===== src/rtl/spm_control_if.sv =====
// Bundle for the simple-processor controller: IR/zero-flag inputs and datapath strobes.
// Latency: none; pure signal bundle. Backpressure: none; control strobes are fire-and-forget.
// Ports: instr, zero (to controller); load_r0..3, load_pc, inc_pc, load_ir, load_add_r,
//        load_reg_y, load_reg_z, sel_bus_1, sel_bus_2, write, halt, state (from controller).
interface spm_control_if;
   logic [7:0] instr;
   logic       zero;
   logic       load_r0;
   logic       load_r1;
   logic       load_r2;
   logic       load_r3;
   logic       load_pc;
   logic       inc_pc;
   logic       load_ir;
   logic       load_add_r;
   logic       load_reg_y;
   logic       load_reg_z;
   logic [2:0] sel_bus_1;
   logic [1:0] sel_bus_2;
   logic       write;
   logic       halt;
   logic [3:0] state;

   // master drives the IR/flag side, slave is the controller
   modport master (
      output instr, zero,
      input  load_r0, load_r1, load_r2, load_r3, load_pc, inc_pc, load_ir,
             load_add_r, load_reg_y, load_reg_z, sel_bus_1, sel_bus_2,
             write, halt, state
   );
   modport slave (
      input  instr, zero,
      output load_r0, load_r1, load_r2, load_r3, load_pc, inc_pc, load_ir,
             load_add_r, load_reg_y, load_reg_z, sel_bus_1, sel_bus_2,
             write, halt, state
   );
endinterface


===== src/rtl/spm_control.sv =====
// Instruction-sequencing FSM for the simple processor: fetch, decode, execute strobes.
// Latency: outputs are combinational from state/instr/zero; 3 to 5 clocks per instruction.
// Backpressure: none; the datapath is assumed to accept every strobe in the cycle issued.
// Ports: clk, rst_n (sync, active low); bus (slave) carries instr/zero in, strobes/selects out.
module spm_control (
   input  logic          clk,
   input  logic          rst_n,
   spm_control_if.slave  bus
);
   typedef enum logic [3:0] {
      S_IDLE = 4'd0, S_FET1 = 4'd1, S_FET2 = 4'd2, S_DEC = 4'd3,
      S_EX1  = 4'd4, S_RD1  = 4'd5, S_RD2  = 4'd6, S_WR1 = 4'd7,
      S_WR2  = 4'd8, S_BR1  = 4'd9, S_BR2  = 4'd10, S_HALT = 4'd11
   } state_t;

   localparam logic [3:0] OP_NOP = 4'd0, OP_ADD = 4'd1, OP_SUB = 4'd2, OP_AND = 4'd3,
                          OP_NOT = 4'd4, OP_RD  = 4'd5, OP_WR  = 4'd6, OP_BR  = 4'd7,
                          OP_BRZ = 4'd8;

   // Plain vector so unused encodings 12..15 are representable and recoverable.
   logic [3:0] r_state;
   state_t     w_next;

   logic [3:0] w_op;
   logic [1:0] w_src;
   logic [1:0] w_dst;
   logic [3:0] w_ld_r;
   logic       w_ld_pc, w_inc_pc, w_ld_ir, w_ld_add, w_ld_y, w_ld_z;
   logic [2:0] w_sel1;
   logic [1:0] w_sel2;
   logic       w_write, w_halt;

   assign w_op  = bus.instr[7:4];
   assign w_src = bus.instr[3:2];
   assign w_dst = bus.instr[1:0];

   always_ff @(posedge clk) begin
      if (!rst_n) r_state <= S_IDLE;
      else        r_state <= w_next;
   end

   always_comb begin
      w_next   = S_HALT;
      w_ld_r   = 4'b0000;
      w_ld_pc  = 1'b0;
      w_inc_pc = 1'b0;
      w_ld_ir  = 1'b0;
      w_ld_add = 1'b0;
      w_ld_y   = 1'b0;
      w_ld_z   = 1'b0;
      w_sel1   = 3'd0;
      w_sel2   = 2'd0;
      w_write  = 1'b0;
      w_halt   = 1'b0;
      case (r_state)
         S_IDLE: w_next = S_FET1;
         S_FET1: begin
            w_sel1   = 3'd4;
            w_sel2   = 2'd1;
            w_ld_add = 1'b1;
            w_next   = S_FET2;
         end
         S_FET2: begin
            w_sel2   = 2'd2;
            w_ld_ir  = 1'b1;
            w_inc_pc = 1'b1;
            w_next   = S_DEC;
         end
         S_DEC: begin
            case (w_op)
               OP_NOP: w_next = S_FET1;
               OP_ADD, OP_SUB, OP_AND: begin
                  w_sel1 = {1'b0, w_src};
                  w_sel2 = 2'd1;
                  w_ld_y = 1'b1;
                  w_next = S_EX1;
               end
               OP_NOT: begin
                  w_sel1        = {1'b0, w_src};
                  w_ld_z        = 1'b1;
                  w_ld_r[w_dst] = 1'b1;
                  w_next        = S_FET1;
               end
               OP_RD, OP_WR: begin
                  w_sel1   = 3'd4;
                  w_sel2   = 2'd1;
                  w_ld_add = 1'b1;
                  w_next   = (w_op == OP_RD) ? S_RD1 : S_WR1;
               end
               OP_BR, OP_BRZ: begin
                  // Untaken BRZ only steps the PC past the branch-target byte.
                  if (w_op == OP_BR || bus.zero) begin
                     w_sel1   = 3'd4;
                     w_sel2   = 2'd1;
                     w_ld_add = 1'b1;
                     w_next   = S_BR1;
                  end else begin
                     w_inc_pc = 1'b1;
                     w_next   = S_FET1;
                  end
               end
               default: w_next = S_HALT;
            endcase
         end
         S_EX1: begin
            w_sel1        = {1'b0, w_dst};
            w_ld_z        = 1'b1;
            w_ld_r[w_dst] = 1'b1;
            w_next        = S_FET1;
         end
         S_RD1, S_WR1: begin
            w_sel2   = 2'd2;
            w_ld_add = 1'b1;
            w_inc_pc = 1'b1;
            w_next   = (r_state == S_RD1) ? S_RD2 : S_WR2;
         end
         S_RD2: begin
            w_sel2        = 2'd2;
            w_ld_r[w_dst] = 1'b1;
            w_next        = S_FET1;
         end
         S_WR2: begin
            w_sel1  = {1'b0, w_src};
            w_write = 1'b1;
            w_next  = S_FET1;
         end
         S_BR1: begin
            w_sel2   = 2'd2;
            w_ld_add = 1'b1;
            w_next   = S_BR2;
         end
         S_BR2: begin
            w_sel2  = 2'd2;
            w_ld_pc = 1'b1;
            w_next  = S_FET1;
         end
         S_HALT: begin
            w_halt = 1'b1;
            w_next = S_HALT;
         end
         default: w_next = S_HALT;
      endcase
   end

   assign bus.load_r0    = w_ld_r[0];
   assign bus.load_r1    = w_ld_r[1];
   assign bus.load_r2    = w_ld_r[2];
   assign bus.load_r3    = w_ld_r[3];
   assign bus.load_pc    = w_ld_pc;
   assign bus.inc_pc     = w_inc_pc;
   assign bus.load_ir    = w_ld_ir;
   assign bus.load_add_r = w_ld_add;
   assign bus.load_reg_y = w_ld_y;
   assign bus.load_reg_z = w_ld_z;
   assign bus.sel_bus_1  = w_sel1;
   assign bus.sel_bus_2  = w_sel2;
   assign bus.write      = w_write;
   assign bus.halt       = w_halt;
   assign bus.state      = r_state;
endmodule


===== src/flat_wrapper.sv =====
// flat-port wrapper written by rule: the top's interface ports become plain ports
module spm_control_flat 
  (clk, rst_n, bus_instr, bus_zero, bus_load_r0, bus_load_r1, bus_load_r2, bus_load_r3, bus_load_pc, bus_inc_pc, bus_load_ir, bus_load_add_r, bus_load_reg_y, bus_load_reg_z, bus_sel_bus_1, bus_sel_bus_2, bus_write, bus_halt, bus_state);
  spm_control_if bus_i ();
  input  logic clk;
  input  logic rst_n;
  input wire logic [$bits(bus_i.instr)-1:0] bus_instr;
  input wire logic [$bits(bus_i.zero)-1:0] bus_zero;
  output wire logic [$bits(bus_i.load_r0)-1:0] bus_load_r0;
  output wire logic [$bits(bus_i.load_r1)-1:0] bus_load_r1;
  output wire logic [$bits(bus_i.load_r2)-1:0] bus_load_r2;
  output wire logic [$bits(bus_i.load_r3)-1:0] bus_load_r3;
  output wire logic [$bits(bus_i.load_pc)-1:0] bus_load_pc;
  output wire logic [$bits(bus_i.inc_pc)-1:0] bus_inc_pc;
  output wire logic [$bits(bus_i.load_ir)-1:0] bus_load_ir;
  output wire logic [$bits(bus_i.load_add_r)-1:0] bus_load_add_r;
  output wire logic [$bits(bus_i.load_reg_y)-1:0] bus_load_reg_y;
  output wire logic [$bits(bus_i.load_reg_z)-1:0] bus_load_reg_z;
  output wire logic [$bits(bus_i.sel_bus_1)-1:0] bus_sel_bus_1;
  output wire logic [$bits(bus_i.sel_bus_2)-1:0] bus_sel_bus_2;
  output wire logic [$bits(bus_i.write)-1:0] bus_write;
  output wire logic [$bits(bus_i.halt)-1:0] bus_halt;
  output wire logic [$bits(bus_i.state)-1:0] bus_state;
  assign bus_i.instr = bus_instr;
  assign bus_i.zero = bus_zero;
  assign bus_load_r0 = bus_i.load_r0;
  assign bus_load_r1 = bus_i.load_r1;
  assign bus_load_r2 = bus_i.load_r2;
  assign bus_load_r3 = bus_i.load_r3;
  assign bus_load_pc = bus_i.load_pc;
  assign bus_inc_pc = bus_i.inc_pc;
  assign bus_load_ir = bus_i.load_ir;
  assign bus_load_add_r = bus_i.load_add_r;
  assign bus_load_reg_y = bus_i.load_reg_y;
  assign bus_load_reg_z = bus_i.load_reg_z;
  assign bus_sel_bus_1 = bus_i.sel_bus_1;
  assign bus_sel_bus_2 = bus_i.sel_bus_2;
  assign bus_write = bus_i.write;
  assign bus_halt = bus_i.halt;
  assign bus_state = bus_i.state;
  spm_control u_core (.clk(clk), .rst_n(rst_n), .bus(bus_i));
endmodule

===== config.mk =====
export PLATFORM = sky130hd
export DESIGN_NAME = spm_control_flat
export DESIGN_NICKNAME = d
export VERILOG_FILES = /design/src/rtl/spm_control_if.sv /design/src/rtl/spm_control.sv /design/src/flat_wrapper.sv
export SDC_FILE = /design/constraint.sdc
export NUM_CORES = 1
export LEC_CHECK = 0
export CAP_MARGIN = 10
export CORE_ASPECT_RATIO = 0.9
export CORE_MARGIN = 1.5
export CORE_UTILIZATION = 35
export CTS_BUF_LIST = sky130_fd_sc_hd__clkbuf_8
export CTS_CLUSTER_DIAMETER = 200
export DETAILED_ROUTE_END_ITERATION = 10
export DONT_BUFFER_PORTS = 1
export SLEW_MARGIN = 20
export SYNTH_ARGS = -nofsm -noshare
export SYNTH_HDL_FRONTEND = slang
export SYNTH_SLANG_ARGS = --single-unit
export TNS_END_PERCENT = 10

===== constraint.sdc =====
create_clock -name clk -period 1.4 [get_ports clk]
set_clock_uncertainty 0.05 [all_clocks]
set_input_delay 0.14 -clock clk [delete_from_list [all_inputs] [get_ports clk]]
set_output_delay 0.14 -clock clk [all_outputs]
set_load 0.02 [all_outputs]

==> summary.md <==
| Metric | Value |
|---|---|
| Outcome | `finished with violations` |
| Failing checks | `negative setup slack` |
| Synth area leader | `dfxtp_1` |
| Routed vias | `759` |
| # fillers | `162` |
| CTS tree | `yes` |
| Post-route DRC | `0` |
| Global-route wire length before repair | `3410 um` |
| Worst Setup Path Type | `reg2out` |
| Routed Antenna Nets | `0` |
| WL final | `2030 um` |
| Worst Setup Slack, final | `-0.143 ns` |
| Worst path arrival time | `1.35 ns` |
| RSZ-0062 raised after global routing | `yes` |
| Sequential fraction of the synthesis area | `12.2%` |
| WP data required | `1.21 ns` |
| Total power | `0.702 mW` |
| Cells after Synth | `90` |
| Clk root buf | `clkbuf_8` |
| Nets | `120` |
| Horiz. Die Dim | `48.6 um` |
| Pwr Density | `715 nW/um^2` |
| Non-filler cells, final | `131` |
| CP peak stage delay | `0.42 ns` |
| Critical path cell sequence | `and2b_1 -> buf_4 -> o41ai_4` |
| Clock Latency Late Sink | `0.22 ns` |
| Routed length per placed instance | `15.5 um` |
| Total die area | `2140 sq um` |
| Core Region | `1720 sq um` |
| Asr flop ratio synth | `0%` |
| Final Hold Viols | `0` |
| Detailed placer's ending HPWL | `1580 um` |
| Commonest register cell after synthesis | `dfxtp_1` |
| Worst Setup End Kind | `output pin` |
| CTS Buf Count | `3` |
| Unique masters post-synth | `42` |
| Port bufs | `0` |
| Max IR drop VDD | `0.371 mV` |
| Max reg flops | `4` |
| Initial antenna violation count | `0` |
| Cells after DPL | `128` |
| Initial Util | `38.1%` |
| GR Util All Layers | `20.7%` |
| Post-synth EDFFs | `0` |
| Share of cells above drive strength 1 | `47.7%` |
| Setup crit start kind | `flip-flop` |
| Highest-delay cell along the critical path | `o41ai_4` |
| Pin count of the biggest net entering global routing | `15` |
| Yosys Warn Count | `0` |
| Synthesized flop and latch total | `4` |
| Slew at the pin closest to its max-slew limit | `0.414 ns` |
| Synthesized Nets | `101` |
| Syn_area_per_cell | `7.27 sq um` |
| Clock-pin slew on the worst setup and hold paths | `0.03 ns` |
| Vias in the first global route | `727` |
| Commonest non-fill, non-tap cell in the layout | `buf_4` |
| Peak Freq | `0.648 GHz` |
| Gpl congestion | `0.893` |
| Area Growth Syn to Fin | `49.9%` |
| Type of the most critical hold path | `in2reg` |
| Slew Viols, Final | `0` |
| Final period util | `110%` |
| Rows | `14` |
| I/O pins | `32` |
| Clk buf depth | `2` |
| Post-synth top area share | `12.2%` |
| Worst-path fanout max | `6` |
| Commonest non-fill, non-tap cells in the layout | `buf_4 (19), nand2_1 (10), inv_1 (5)` |
| Crit path time final | `1.54 ns` |
| Vias per cell | `5.79` |
| Chip height | `44.0 um` |
| Max cap viols | `0` |
| Synthesized area | `654 sq um` |
| H-tree depth | `1` |
| Clk sinks | `4` |
| Leak | `0.371 nW` |
| Setup violators final | `16` |
| Inserted Diodes | `0` |
| First-pass detailed-route iteration total | `4` |
| Slew Limit Headroom | `72.3%` |
| DRT iter0 DRCs | `31` |
| Global route overflow | `0` |
| Top cells by area, synth | `dfxtp_1 (12%), nand2_1 (6.3%), nand3b_1 (4.6%)` |
-- repair_timing --
| action | CTS | global route |
|---|---|---|
| hold buffers | 0 | 0 |
| resized for setup | 7 | 6 |
| setup endpoints to repair | 16 | 17 |
| buffers inserted | 0 | 0 |
| pin swaps | 5 | 2 |
-- layer usage --
metal	wire length, um	global-route usage (%)	share of wire (%)
met1	910	27.8	45
met2	950	33.1	47
met3	159	6.42	7.8
met4	12	5.14	0.59
met5	0	0	0
-- through the flow --
step / hold slack (ns) / setup TNS, ns / util [%] / instance area [sq um] / worst slack [ns]
after floorplan: 0.218 / -0.120 / - / 762 / -0.0392
after global placement: 0.229 / 0 / 52.8 / 907 / 0.0770
after detailed placement: 0.233 / 0 / 52.8 / 907 / 0.0664
after CTS: 0.00227 / -1.29 / 56.0 / 961 / -0.139
after global routing: 0.0244 / -2.22 / 57.1 / 981 / -0.194
final: 0.00837 / -1.33 / 57.1 / 981 / -0.143
-- area by class of cell --
| type | instances | area [sq um] | share of cell area (%) |
|---|---|---|---|
| multi-input cells | 72 | 618 | 63.0 |
| repair buffers | 22 | 185 | 18.9 |
| flip-flops and latches | 4 | 83.8 | 8.55 |
| clock buffers | 3 | 41.3 | 4.21 |
| well taps | 24 | 30.0 | 3.06 |
| inverters | 6 | 22.5 | 2.30 |
-- report_power, final --
part | switching [mW] | total (mW) | internal [mW]
sequential | 0.00829 | 0.134 | 0.126
clock | 0.0654 | 0.249 | 0.184
combinational | 0.184 | 0.318 | 0.134
total | 0.258 | 0.702 | 0.444
-- final timing paths --
check | start | to | slack (ns) | depth (start not counted)
min | rst_n | u_core.bus.state[2] | 0.008 | 2
max | u_core.bus.state[2] | bus_inc_pc | -0.14 | 3
max reg2reg | u_core.bus.state[2] | u_core.bus.state[0] | 0.09 | 4
min reg2reg | u_core.bus.state[3] | u_core.bus.state[2] | 0.61 | 2
-- worst max-delay path: cells and delay by family (launching register included) --
family | cells | cell delay, ns
AOI/OAI and AO/OA | 1 | 0.42
DFF | 1 | 0.35
and+or+nand+nor | 1 | 0.21
buffers and inverters | 1 | 0.15
-- Yosys cell counts, types with 2 or more instances --
master / instances
a21boi_0: 2
inv_1: 6
nor4_1: 2
a41o_1: 2
dfxtp_1: 4
o31ai_1: 2
a31oi_1: 2
buf_2: 3
nand2b_1: 2
nand3b_1: 4
nand2_1: 11
o21ai_0: 4
a21oi_1: 3
nor3_1: 3
buf_6: 2
buf_4: 3
a21boi_1: 2
or2_1: 2
nand3_1: 2
nor2_1: 6
nor4b_1: 2
-- logic make-up (layout without fill, tap and decap cells) --
family,after synthesis,after routing,synth area share [%]
flops,4,4,12.2
compound gates,27,27,32.5
xor+xnor,1,1,1.34
buf+inv,14,31,12.6
simple gates,44,44,41.3
(Power assumes the default switching activity.)
